## config.mk

```make
export PLATFORM = sky130hd
export DESIGN_NAME = layer_serializer
export DESIGN_NICKNAME = d
export VERILOG_FILES = /design/src/rtl/layer_serializer.sv
export SDC_FILE = /design/constraint.sdc
export NUM_CORES = 2
export LEC_CHECK = 0
export ABC_CLOCK_PERIOD_IN_PS = 3050
export CAP_MARGIN = 15
export CORE_UTILIZATION = 56
export DETAILED_ROUTE_END_ITERATION = 10
export MAX_ROUTING_LAYER = met4
export PLACE_DENSITY_LB_ADDON = 0.12
export SYNTH_ARGS = -nofsm -noshare
export SYNTH_HDL_FRONTEND = slang
export SYNTH_SLANG_ARGS = --single-unit
```

## constraint.sdc

```tcl
create_clock -name clk -period 3.05 [get_ports clk]
set_input_delay 0.61 -clock clk [delete_from_list [all_inputs] [get_ports clk]]
set_output_delay 0.61 -clock clk [all_outputs]
set_load 0.03 [all_outputs]
```

## src/rtl/layer_serializer.sv

```systemverilog
// layer_serializer: collects one layer's per-neuron results (arriving on any
// cycle, in any order) into a hold buffer, then streams the completed frame out
// one word per cycle while the next frame is being collected.
module layer_serializer #(
    parameter int unsigned NN        = 30,
    parameter int unsigned dataWidth = 16
) (
    input  logic                      clk,
    input  logic                      rst,
    input  logic [NN-1:0]             i_valid,
    input  logic [NN*dataWidth-1:0]   i_data,
    output logic                      o_valid,
    output logic [dataWidth-1:0]      o_data,
    output logic                      o_last,
    output logic                      busy,
    output logic                      overrun
);

    localparam int unsigned CW = (NN > 1) ? $clog2(NN) : 1;
    localparam logic [CW-1:0] LAST_IDX = CW'(NN - 1);

    typedef enum logic {
        IDLE  = 1'b0,
        SHIFT = 1'b1
    } state_t;

    state_t               state;
    state_t               state_d;
    logic [CW-1:0]        cnt;
    logic [CW-1:0]        cnt_d;
    logic [NN-1:0]        mask;
    logic [dataWidth-1:0] hold  [NN];
    logic [dataWidth-1:0] shreg [NN];
    logic                 full_c;
    logic                 load_c;
    logic [dataWidth-1:0] data_d;

    // Next-state, load decision and next output word
    always_comb begin
        state_d = state;
        cnt_d   = cnt;
        full_c  = &mask;
        load_c  = 1'b0;
        data_d  = '0;

        case (state)
            IDLE: begin
                load_c = full_c;
                if (load_c) begin
                    state_d = SHIFT;
                    cnt_d   = '0;
                end
            end
            SHIFT: begin
                if (cnt != LAST_IDX) begin
                    cnt_d = cnt + CW'(1);
                end else begin
                    load_c  = full_c;
                    cnt_d   = '0;
                    state_d = load_c ? SHIFT : IDLE;
                end
            end
            default: begin
                state_d = IDLE;
                cnt_d   = '0;
            end
        endcase

        // On a load the shift register is being refilled from hold this edge
        if (load_c) begin
            data_d = hold[0];
        end else if (state_d == SHIFT) begin
            data_d = shreg[cnt_d];
        end
    end

    // State and word-counter register
    always_ff @(posedge clk or negedge rst) begin
        if (!rst) begin
            state <= IDLE;
            cnt   <= '0;
        end else begin
            state <= state_d;
            cnt   <= cnt_d;
        end
    end

    // Hold buffer, arrival mask and sticky overrun flag
    always_ff @(posedge clk or negedge rst) begin
        if (!rst) begin
            for (int k = 0; k < NN; k++) begin
                hold[k] <= '0;
            end
            mask    <= '0;
            overrun <= 1'b0;
        end else begin
            for (int k = 0; k < NN; k++) begin
                if (i_valid[k]) begin
                    hold[k] <= i_data[k*dataWidth +: dataWidth];
                end
            end
            // Arrivals on a load edge start the next frame's mask
            if (load_c) begin
                mask <= i_valid;
            end else begin
                mask <= mask | i_valid;
                if (|(i_valid & mask)) begin
                    overrun <= 1'b1;
                end
            end
        end
    end

    // Shift register capture and registered serial outputs
    always_ff @(posedge clk or negedge rst) begin
        if (!rst) begin
            for (int k = 0; k < NN; k++) begin
                shreg[k] <= '0;
            end
            o_valid <= 1'b0;
            o_data  <= '0;
            o_last  <= 1'b0;
            busy    <= 1'b0;
        end else begin
            if (load_c) begin
                for (int k = 0; k < NN; k++) begin
                    shreg[k] <= hold[k];
                end
            end
            o_valid <= (state_d == SHIFT);
            busy    <= (state_d == SHIFT);
            o_last  <= (state_d == SHIFT) && (cnt_d == LAST_IDX);
            o_data  <= data_d;
        end
    end

endmodule

```

==> flow_summary.html <==
<table>
<tr><th>Metric</th><th>Value</th></tr>
<tr><th colspan="2">Run</th></tr>
<tr><td>Max-cap violations</td><td>0</td></tr>
<tr><th colspan="2">Logic synthesis</th></tr>
<tr><td>Number of synthesized register bits</td><td>1014</td></tr>
<tr><td>Number of synthesized flops with an enable pin</td><td>0</td></tr>
<tr><td>Post-synthesis sequential area ratio</td><td>57.4%</td></tr>
<tr><td>Mean post-synth cell area</td><td>10.3 µm²</td></tr>
<tr><td>Top_reg_cell synth</td><td>sky130_fd_sc_hd__dfrtp_1</td></tr>
<tr><td>Synth top area share</td><td>57.4%</td></tr>
<tr><td>Syn_nets</td><td>4819</td></tr>
<tr><td>Warnings, synthesis</td><td>0</td></tr>
<tr><td>Cell area after synthesis</td><td>44200 µm²</td></tr>
<tr><td>Number of instances in the synthesized netlist</td><td>4305</td></tr>
<tr><td>Async SR Flop Fraction</td><td>100%</td></tr>
<tr><td>Synth top area cells</td><td>sky130_fd_sc_hd__dfrtp_1, sky130_fd_sc_hd__nand2_1, sky130_fd_sc_hd__mux2_2</td></tr>
<tr><td>Most area-hungry cell type in the Yosys netlist</td><td>sky130_fd_sc_hd__dfrtp_1</td></tr>
<tr><td>Post-synthesis cell type count</td><td>64</td></tr>
<tr><th colspan="2">CTS</th></tr>
<tr><td>Clock latency of the later-clocked register in the worst-skew pair</td><td>0.69 ns</td></tr>
<tr><td>Clock-pin slew on the worst setup and hold paths</td><td>0.06 ns</td></tr>
<tr><td>H-tree lvl count</td><td>3</td></tr>
<tr><td>CTS Buf Count</td><td>102</td></tr>
<tr><td>CTS max path bufs</td><td>3</td></tr>
<tr><td>CTS Root Cell</td><td>sky130_fd_sc_hd__clkbuf_16</td></tr>
<tr><td>Sink Count</td><td>1014</td></tr>
<tr><td>CTS tree</td><td>built</td></tr>
<tr><th colspan="2">Min path</th></tr>
<tr><td>Hold Path Stages</td><td>2</td></tr>
<tr><td>Start point of the worst min-delay path</td><td>hold[348]$_DFFE_PN0P_</td></tr>
<tr><td>Path category of the worst min-delay check</td><td>flip-flop to flip-flop</td></tr>
<tr><th colspan="2">Timing</th></tr>
<tr><td>Total setup violations reported at the end of the flow</td><td>0</td></tr>
<tr><td>Slew @ Worst Pin</td><td>0.813 ns</td></tr>
<tr><td>Hold violation count in the final report</td><td>0</td></tr>
<tr><td>Fmax achieved</td><td>328 MHz</td></tr>
<tr><td>Setup repair after global routing missed its margin</td><td>true</td></tr>
<tr><td>Period utilisation layout</td><td>99.9%</td></tr>
<tr><td>Count of final max-slew check failures</td><td>0</td></tr>
<tr><td>Worst Hold Slack</td><td>0.461 ns</td></tr>
<tr><td>Minimum clock period</td><td>3.05 ns</td></tr>
<tr><td>Post-Route Skew</td><td>0.0290 ns</td></tr>
<tr><td>Tightest slew margin relative to the limit</td><td>45.8%</td></tr>
<tr><th colspan="2">Die</th></tr>
<tr><td>Overall die area</td><td>80100 µm²</td></tr>
<tr><td>Core Area</td><td>77700 µm²</td></tr>
<tr><td>Height of the die</td><td>283 µm</td></tr>
<tr><td>Number of standard-cell rows in the floorplan</td><td>102</td></tr>
<tr><td>Number of top-level pins</td><td>532</td></tr>
<tr><td>Effective utilization at floorplan</td><td>56.9%</td></tr>
<tr><td>Die extent in x</td><td>283 µm</td></tr>
<tr><th colspan="2">Final layout</th></tr>
<tr><td>Commonest non-fill, non-tap cell in the layout</td><td>sky130_fd_sc_hd__nand2_1</td></tr>
<tr><td>Number of nets in the final layout</td><td>5356</td></tr>
<tr><td>Final Non-Filler Cells</td><td>5982</td></tr>
<tr><td>Post-synthesis to final-layout area growth</td><td>25.8%</td></tr>
<tr><td>Commonest cells after routing, fill and taps aside</td><td>sky130_fd_sc_hd__nand2_1, sky130_fd_sc_hd__dfrtp_1, sky130_fd_sc_hd__clkdlybuf4s50_1</td></tr>
<tr><td>Share of final-layout standard cells stronger than drive strength 1</td><td>19.6%</td></tr>
<tr><td>Number of fill cells in the layout</td><td>5662</td></tr>
<tr><th colspan="2">Global route</th></tr>
<tr><td>GR Overflow Total</td><td>0</td></tr>
<tr><td>Pin count of the biggest net entering global routing</td><td>129</td></tr>
<tr><td>First-pass GRT wire length</td><td>218 mm</td></tr>
<tr><td>Via count of the first global-routing pass</td><td>34700</td></tr>
<tr><td>Initial antenna violation count</td><td>17</td></tr>
<tr><td>Aggregate global-route resource usage</td><td>36.9%</td></tr>
<tr><th colspan="2">Power and ir drop</th></tr>
<tr><td>Combinational cell fraction of total power</td><td>40.9%</td></tr>
<tr><td>Clock group share of total power</td><td>23.2%</td></tr>
<tr><td>Design internal power</td><td>33.2 mW</td></tr>
<tr><td>Lkg Pwr</td><td>25.6 nW</td></tr>
<tr><td>Cell Pwr Density</td><td>1000 nW/µm²</td></tr>
<tr><td>Switching power as a share of total power</td><td>40.5%</td></tr>
<tr><td>Sequential Power Share</td><td>35.9%</td></tr>
<tr><td>Reported net switching power</td><td>22.6 mW</td></tr>
<tr><td>Power after layout</td><td>55.8 mW</td></tr>
<tr><td>Worst vdd rail ir drop</td><td>0.00158 V</td></tr>
<tr><th colspan="2">Critical path</th></tr>
<tr><td>Ordered cell list for the critical path</td><td>ha_1, nand4_2, and2_4, buf_4, nor3_4, buf_4, buf_12, buf_12, a221oi_1, a21oi_1, o21ai_1, o211ai_1</td></tr>
<tr><td>CP Max Fanout</td><td>17</td></tr>
<tr><td>Crit path required time</td><td>3.59 ns</td></tr>
<tr><td>Slack of the worst reg-to-reg path</td><td>0.003 ns</td></tr>
<tr><td>Timing startpoint of the critical path</td><td>cnt[0]$_DFF_PN0_</td></tr>
<tr><td>Slowest CP cell</td><td>sky130_fd_sc_hd__dfrtp_4</td></tr>
<tr><td>Buf+Inv Stages, Crit Path</td><td>4</td></tr>
<tr><td>Capturing element type of the critical path</td><td>flip-flop</td></tr>
<tr><td>Max stage delay on crit path</td><td>0.52 ns</td></tr>
<tr><td>Startpoint type of the worst setup path</td><td>flip-flop</td></tr>
<tr><td>Critical path arrival</td><td>3.59 ns</td></tr>
<tr><td>Crit path kind</td><td>flip-flop to flip-flop</td></tr>
<tr><td>R2R Path Start</td><td>cnt[0]$_DFF_PN0_</td></tr>
<tr><td>Critical path depth</td><td>12</td></tr>
<tr><td>R2R cell count</td><td>12</td></tr>
<tr><td>Delay-heaviest family, CP</td><td>compound AO/OA/AOI/OAI gates</td></tr>
<tr><th colspan="2">Place</th></tr>
<tr><td>RePlAce Congestion</td><td>1.01</td></tr>
<tr><td>Number of buffers added on ports</td><td>531</td></tr>
<tr><td>Placed Instances</td><td>5768</td></tr>
<tr><td>HPWL reported at the end of detailed placement</td><td>102 mm</td></tr>
<tr><th colspan="2">Routing</th></tr>
<tr><td>Drt first pass iters</td><td>6</td></tr>
<tr><td>Total number of vias</td><td>35500</td></tr>
<tr><td>DRC violations left</td><td>0</td></tr>
<tr><td>Post-route antenna net violation count</td><td>0</td></tr>
<tr><td>Via density</td><td>5.93</td></tr>
<tr><td>Detail-routed net length per standard cell</td><td>24.1 µm</td></tr>
<tr><td>DRC violation total after the first TritonRoute iteration</td><td>3863</td></tr>
<tr><td>Total wirelength of the detailed-routed design</td><td>144 mm</td></tr>
<tr><th colspan="2">Outcome</th></tr>
<tr><td>Outcome</td><td>finished clean</td></tr>
</table>
synth_stat cells, drive strengths merged (28+ instances only):
| cell | number |
|---|---|
| a211oi | 86 |
| a21o | 44 |
| a21oi | 80 |
| a221oi | 41 |
| a31oi | 32 |
| a32oi | 31 |
| and3 | 71 |
| buf | 134 |
| clkbuf | 179 |
| dfrtp | 1014 |
| mux2 | 497 |
| mux2i | 28 |
| nand2 | 1706 |
| o21ai | 103 |
flip-flops by register name, indices dropped and copies added (netlist names):
name / flops
mask: 30
o_last: 1
busy: 1
shreg: 480
hold: 480
o_data: 16
cnt: 5
overrun: 1
worst reg2reg max path: cells and delay by family, from the launching register on:
kind	cells	cell delay, ns
adders and majority gates	1	0.25
DFF	1	0.52
and+or+nand+nor	3	0.37
buffers and inverters	4	0.67
AOI/OAI and AO/OA	4	1.10
final timing paths:
path / endpoint
worst max-delay path: o_data[10]$_DFF_PN0_
min in group asynchronous: hold[11]$_DFFE_PN0P_
max in group asynchronous: cnt[0]$_DFF_PN0_
worst min register to register: shreg[348]$_DFFE_PN0P_
worst min-delay path: shreg[348]$_DFFE_PN0P_
worst max register to register: o_data[10]$_DFF_PN0_
through the flow:
| stage | area, µm² | utilization [%] | worst slack, ns | setup TNS [ns] |
|---|---|---|---|---|
| after floorplan | 44200 | - | 0.478 | 0 |
| after global placement | 51500 | 66.3 | -0.134 | -0.764 |
| after detailed placement | 51500 | 66.3 | -0.167 | -1.36 |
| after CTS | 55200 | 71.0 | -0.00242 | -0.00242 |
| after global routing | 55600 | 71.5 | -0.0176 | -0.0431 |
| final | 55600 | 71.5 | 0.00296 | 0 |
cell type report:
cell class	count	area, µm²	area share, %
clock buffer	141	2950	5.30
antenna	17	42.5	0.0765
sequential	1014	25400	45.6
clock inverter	46	543	0.977
inverter	10	42.5	0.0765
tap	1040	1300	2.34
timing repair buffer	746	7540	13.6
multi-input combinational	2968	17800	32.0
metal layers:
metal,routed length (µm),global-route usage [%],up-vias
met2,67100,56.0,1641
met4,6910,15.4,0
met3,11200,6.14,328
met5,0,-,-
met1,59200,49.6,17800
li1,-,-,15700
repair_timing:
| action | 4_1_cts | 5_1_grt |
|---|---|---|
| endpoints found under the hold margin | 41 | 0 |
| gates cloned | 1 | 2 |
| setup buffers | 0 | 6 |
| endpoints found under the setup margin | 14 | 16 |
| gates resized for setup | 26 | 58 |
| pin swaps | 1 | 13 |
| hold buffers | 1 | 0 |
cells by family (layout without fill, tap and decap cells):
logic type / after synthesis / in the layout / synth area share, %
AO/OA/AOI/OAI: 574 / 574 / 9.22
AND/OR/NAND/NOR: 1867 / 1867 / 16.9
other: 0 / 17 / 0
flip-flops: 1014 / 1014 / 57.4
multiplexers: 525 / 525 / 13.3
adder cells (fa/ha/maj): 2 / 2 / 0.0566
buffers and inverters: 323 / 943 / 3.16
power by group through the flow:
| stage | logic, mW | clock network [mW] | registers, mW |
|---|---|---|---|
| floorplan | 12.4 | 0 | 19.0 |
| global placement | 20.8 | 0 | 20.0 |
| detailed placement | 21.1 | 0 | 20.0 |
| CTS | 21.5 | 13.0 | 19.9 |
| global route | 24.2 | 13.6 | 20.3 |
| finish | 22.8 | 12.9 | 20.0 |
(Power assumes the default switching activity.)
